--- src/rtl/lsu_pkg.sv ---
// Shared constants, FSM encoding and decode helpers for the RV32I load/store unit.
package lsu_pkg;

  localparam logic [2:0] F3_B  = 3'b000;
  localparam logic [2:0] F3_H  = 3'b001;
  localparam logic [2:0] F3_W  = 3'b010;
  localparam logic [2:0] F3_BU = 3'b100;
  localparam logic [2:0] F3_HU = 3'b101;

  typedef enum logic [1:0] {
    S_IDLE   = 2'd0,
    S_ACCESS = 2'd1,
    S_WRITE  = 2'd2,
    S_RESP   = 2'd3
  } lsu_state_t;

  function automatic logic f3_legal(input logic st, input logic [2:0] f3);
    logic ok;
    ok = (f3 == F3_B) || (f3 == F3_H) || (f3 == F3_W);
    if (!st)
      ok = ok || (f3 == F3_BU) || (f3 == F3_HU);
    return ok;
  endfunction

  function automatic logic f3_misaligned(input logic [2:0] f3,
                                         input logic [1:0] a);
    logic bad;
    bad = 1'b0;
    if ((f3 == F3_H) || (f3 == F3_HU))
      bad = a[0];
    else if (f3 == F3_W)
      bad = |a;
    return bad;
  endfunction

endpackage

--- src/rtl/load_store_unit_align.sv ---
// Byte-lane extraction/extension for loads and lane merge for sub-word stores.
// Halfword lanes use offset bit 1 only; words ignore the offset entirely.
module lsu_align
  import lsu_pkg::*;
(
  input  logic [31:0] i_old,
  input  logic [1:0]  i_off,
  input  logic [2:0]  i_f3,
  input  logic [31:0] i_wdata,
  output logic [31:0] o_load,
  output logic [31:0] o_store
);

  logic [7:0]  w_byte;
  logic [15:0] w_half;

  always_comb begin
    w_byte = i_old[7:0];
    unique case (i_off)
      2'd1:    w_byte = i_old[15:8];
      2'd2:    w_byte = i_old[23:16];
      2'd3:    w_byte = i_old[31:24];
      default: w_byte = i_old[7:0];
    endcase
    w_half = i_off[1] ? i_old[31:16] : i_old[15:0];
  end

  always_comb begin
    o_load = i_old;
    unique case (i_f3)
      F3_B:    o_load = {{24{w_byte[7]}}, w_byte};
      F3_BU:   o_load = {24'd0, w_byte};
      F3_H:    o_load = {{16{w_half[15]}}, w_half};
      F3_HU:   o_load = {16'd0, w_half};
      default: o_load = i_old;
    endcase
  end

  always_comb begin
    o_store = i_wdata;
    unique case (i_f3)
      F3_B: begin
        o_store = i_old;
        unique case (i_off)
          2'd1:    o_store[15:8]  = i_wdata[7:0];
          2'd2:    o_store[23:16] = i_wdata[7:0];
          2'd3:    o_store[31:24] = i_wdata[7:0];
          default: o_store[7:0]   = i_wdata[7:0];
        endcase
      end
      F3_H: begin
        o_store = i_old;
        if (i_off[1])
          o_store[31:16] = i_wdata[15:0];
        else
          o_store[15:0]  = i_wdata[15:0];
      end
      default: o_store = i_wdata;
    endcase
  end

endmodule

--- src/rtl/load_store_unit.sv ---
// RV32I load/store FSM with read-modify-write sub-word stores.
// Define LSU_MISALIGN_TRAP_EN to turn misaligned accesses into errors.
module load_store_unit
  import lsu_pkg::*;
(
  input  logic        CLK,
  input  logic        RST,
  input  logic        REQ,
  input  logic        STORE,
  input  logic [2:0]  FUNCT3,
  input  logic [31:0] ADDR,
  input  logic [31:0] WDATA,
  output logic        BUSY,
  output logic        DONE,
  output logic        ERR,
  output logic [31:0] RDATA,
  output logic [31:0] MEM_A,
  output logic        MEM_WE,
  output logic [31:0] MEM_WD,
  input  logic [31:0] MEM_RD
);

  lsu_state_t  r_state;
  lsu_state_t  w_next;
  logic [31:0] r_addr;
  logic [2:0]  r_f3;
  logic [31:0] r_wdata;
  logic        r_store;
  logic [31:0] r_old;
  logic [31:0] r_rdata;
  logic        r_err;
  logic        w_bad;
  logic        w_take;
  logic [31:0] w_old;
  logic [31:0] w_load;
  logic [31:0] w_wd;

`ifdef LSU_MISALIGN_TRAP_EN
  assign w_bad = !f3_legal(STORE, FUNCT3) ||
                 f3_misaligned(FUNCT3, ADDR[1:0]);
`else
  assign w_bad = !f3_legal(STORE, FUNCT3);
`endif

  assign w_take = (r_state == S_IDLE) && REQ;

  // Loads extract straight from the live read; stores merge the saved word.
  assign w_old = (r_state == S_WRITE) ? r_old : MEM_RD;

  lsu_align u_align (
    .i_old   (w_old),
    .i_off   (r_addr[1:0]),
    .i_f3    (r_f3),
    .i_wdata (r_wdata),
    .o_load  (w_load),
    .o_store (w_wd)
  );

  always_comb begin
    w_next = r_state;
    unique case (r_state)
      S_IDLE: begin
        if (REQ) begin
          if (w_bad)
            w_next = S_RESP;
          else if (STORE && (FUNCT3 == F3_W))
            w_next = S_WRITE;
          else
            w_next = S_ACCESS;
        end
      end
      S_ACCESS: w_next = r_store ? S_WRITE : S_RESP;
      S_WRITE:  w_next = S_RESP;
      S_RESP:   w_next = S_IDLE;
      default:  w_next = S_IDLE;
    endcase
  end

  always_ff @(posedge CLK or posedge RST) begin
    if (RST) begin
      r_state <= S_IDLE;
      r_addr  <= '0;
      r_f3    <= '0;
      r_wdata <= '0;
      r_store <= 1'b0;
      r_old   <= '0;
      r_rdata <= '0;
      r_err   <= 1'b0;
    end else begin
      r_state <= w_next;
      if (w_take) begin
        r_addr  <= ADDR;
        r_f3    <= FUNCT3;
        r_wdata <= WDATA;
        r_store <= STORE;
        r_err   <= w_bad;
        if (w_bad || STORE)
          r_rdata <= '0;
      end
      if (r_state == S_ACCESS) begin
        r_old <= MEM_RD;
        if (!r_store)
          r_rdata <= w_load;
      end
    end
  end

  assign BUSY   = (r_state != S_IDLE);
  assign DONE   = (r_state == S_RESP);
  assign ERR    = r_err;
  assign RDATA  = r_rdata;
  assign MEM_A  = {r_addr[31:2], 2'b00};
  assign MEM_WE = (r_state == S_WRITE);
  assign MEM_WD = (r_state == S_WRITE) ? w_wd : '0;

endmodule

--- config.mk ---
export PLATFORM = sky130hd
export DESIGN_NAME = load_store_unit
export DESIGN_NICKNAME = d
export VERILOG_FILES = /design/src/rtl/lsu_pkg.sv /design/src/rtl/load_store_unit_align.sv /design/src/rtl/load_store_unit.sv
export SDC_FILE = /design/constraint.sdc
export NUM_CORES = 1
export LEC_CHECK = 0
export CAP_MARGIN = 30
export CORE_MARGIN = 8
export CORE_UTILIZATION = 25
export CTS_BUF_LIST = sky130_fd_sc_hd__clkbuf_8 sky130_fd_sc_hd__clkbuf_16
export CTS_CLUSTER_SIZE = 10
export DETAILED_ROUTE_END_ITERATION = 8
export GPL_ROUTABILITY_DRIVEN = 1
export PLACE_DENSITY = 0.48
export SLEW_MARGIN = 30
export SYNTH_ARGS = -nofsm -noshare
export SYNTH_HDL_FRONTEND = slang
export SYNTH_SLANG_ARGS = --single-unit
--- constraint.sdc ---
create_clock -name CLK -period 9.3 [get_ports CLK]
set_clock_uncertainty 0.1 [all_clocks]
set_input_delay 1.395 -clock CLK [delete_from_list [all_inputs] [get_ports CLK]]
set_output_delay 1.395 -clock CLK [all_outputs]
set_load 0.1 [all_outputs]
==> impl_metrics.json <==
{
  "clock_path_buffers": 2,
  "timing.final.crit_share_pct": 59.0,
  "routed_wl_um": 25800,
  "antenna_found_initial": 6,
  "outcome": "completed",
  "ant_nets": 0,
  "cts_made_buffers": 17,
  "cts_tree": "built",
  "arrival_ps": 3990,
  "slew_headroom_pct": 31.5,
  "io_buffers": 200,
  "avgSynthCellArea_sq_um": 11.2,
  "finalHoldViolCount": 0,
  "critical_path.top_delay_family": "buffers and inverters",
  "slowest_delay_ps": 990,
  "drc_errors": 0,
  "finalMaxSlewViolations": 0,
  "syn_to_final_growth_pct": 36.2,
  "hold_buffers": 0,
  "synthDistinctLibCells": 52,
  "critPathBufInv": 3,
  "nets": 919,
  "worst_pin_slew_ps": 1020,
  "synth.yosys.seq_area_share_pct": 45.2,
  "start_util_pct": 25.3,
  "synth-edff-count": 0,
  "vias": 5804,
  "rows": 63,
  "drive_above_1_share_pct": 21.7,
  "max_freq_mhz": 182,
  "fillCellCount": 2986,
  "synthCells": 666,
  "die-height_um": 189,
  "maxCapViolations": 0,
  "grt_max_degree": 80,
  "worstPathCellList": "inv_1 -> ha_4 -> buf_4 -> mux2_2 -> o22a_1 -> o221ai_1 -> a21boi_0 -> clkdlybuf4s50_1",
  "vias_per_cell": 4.78,
  "yosysWarnings": 0,
  "rsz0062_at_grt": "no",
  "grt_pass1_vias": 6102,
  "htree_levels": 4,
  "root_buffer": "clkbuf_16",
  "die_x_um": 189,
  "cp_slowest_cell": "clkdlybuf4s50_1",
  "clk_latency_ps": 430,
  "finalSetupTns_ps": 0,
  "hpwl_um": 18700,
  "cts_num_sinks": 135,
  "async_reset_ff_share_pct": 100,
  "dieArea_sq_um": 35700,
  "postCtsResizedCells": 0,
  "grt_pass1_wl_um": 38800,
  "end_kind": "primary output",
  "cts_setup_buffers": 0,
  "hp-class": "reg2reg",
  "grt_overflow_total": 0,
  "wl_per_cell_um": 21.2,
  "track_usage_pct": 14.3,
  "drt_first_pass_iters": 5,
  "period_minus_slack_ps": 5490,
  "drt_iter0_markers": 368,
  "worst_setup_hold_path_clk_slew_ps": 60,
  "synth_top_area_share_pct": 45.2,
  "core_sq_um": 29600,
  "worst_ep_required_time_ps": 7810,
  "synth_flop_cell": "dfrtp_1",
  "critical_path_class": "reg2out",
  "synth.area.top_cells": "dfrtp_1, mux2_2, mux2i_1",
  "gp_congestion": 0.817,
  "crit_path_start_kind": "register",
  "cp_max_fo": 41,
  "io_pins": 203,
  "setup_viol": 0,
  "synth_area_leader_cell": "dfrtp_1",
  "ys_seq_elements": 135,
  "synth_area_sq_um": 7480
}
-- synthesized netlist by cell type (all sizes together), types with 4 or more instances --
| library cell | count |
|---|---|
| a211oi | 5 |
| a21boi | 16 |
| a21o | 16 |
| a21oi | 20 |
| a22oi | 8 |
| a311oi | 16 |
| buf | 54 |
| clkbuf | 30 |
| dfrtp | 135 |
| ha | 5 |
| inv | 8 |
| mux2 | 113 |
| mux2i | 31 |
| mux4 | 9 |
| nand2 | 43 |
| nand2b | 4 |
| nand3 | 24 |
| nor2 | 19 |
| nor2b | 22 |
| nor3 | 5 |
| o211ai | 21 |
| o21ai | 34 |
| or3 | 7 |
-- worst paths after layout --
kind,slack [ps],start,end,cells past startpoint
max,3810,r_state[0],MEM_WD[30],8
min,400,r_wdata[25],r_wdata[25],1
max reg2reg,6000,r_state[0],RDATA[7],7
min reg2reg,400,r_wdata[25],r_wdata[25],1
max in group asynchronous,6400,RST,RDATA[20],3
min in group asynchronous,1380,RST,r_addr[14],2
-- metrics by stage --
stage	instances	cell area [sq um]	worst slack [ps]	hold WS (ps)	utilization [%]
2_1_floorplan	667	7480	3220	374	-
3_3_place_gp	1182	9580	4010	383	32.4
3_5_place_dp	1182	9540	4050	380	32.3
4_1_cts	1213	10200	3750	403	34.4
5_1_grt	1214	10200	3610	413	34.5
6_report	1214	10200	3810	400	34.5
-- kinds of logic after synthesis --
group	share of synthesized area [%]
AOI/OAI and AO/OA	13.8
muxes	24.3
adders and majority gates	0.836
buffers and inverters	7.06
and+or+nand+nor	8.80
DFF	45.2
other	0.0501
-- registers in the layout (all words and copies together) (netlist names) --
register / flops
r_old: 32
r_state: 2
r_store: 1
RDATA: 32
r_addr: 32
r_wdata: 32
ERR: 1
r_f3: 3
-- cell usage in the layout (no fill, tap or decap), types with 5 or more instances in the layout --
cell               n
a211oi_1           5
a21boi_0          14
a21o_1            16
a21oi_1           20
a22oi_1            8
a311oi_1          15
buf_2              9
buf_4              8
clkbuf_16         17
clkdlybuf4s50_1  191
dfrtp_1          135
inv_1              7
mux2_2           111
mux2i_1           31
mux4_1             7
nand2_1           41
nand3_1           24
nor2_1            18
nor2b_1           21
o211ai_1          21
o21ai_0           22
o21ai_1           10
or3_1              7
-- area by class of cell --
cell class / instances / area (sq um) / share of cell area, %
inverters: 8 / 35.0 / 0.344
flip-flops and latches: 135 / 3380 / 33.2
clock buffers: 20 / 467 / 4.58
well taps: 390 / 488 / 4.79
diodes: 1 / 2.50 / 0.0246
multi-input cells: 440 / 3610 / 35.5
clock inverters: 11 / 173 / 1.70
repair buffers: 209 / 2030 / 19.9
-- per-layer routing --
layer  GRT usage [%]  up-vias  wire length (um)
li1                -     2697                 -
met1            17.6     2888             11400
met2            22.9      179             12000
met3            5.37       30              1980
met4            4.27       10               416
met5               0        -                64
Power is not shown: default switching activity piles up to over one toggle a cycle in this logic, so the estimate is an artifact.
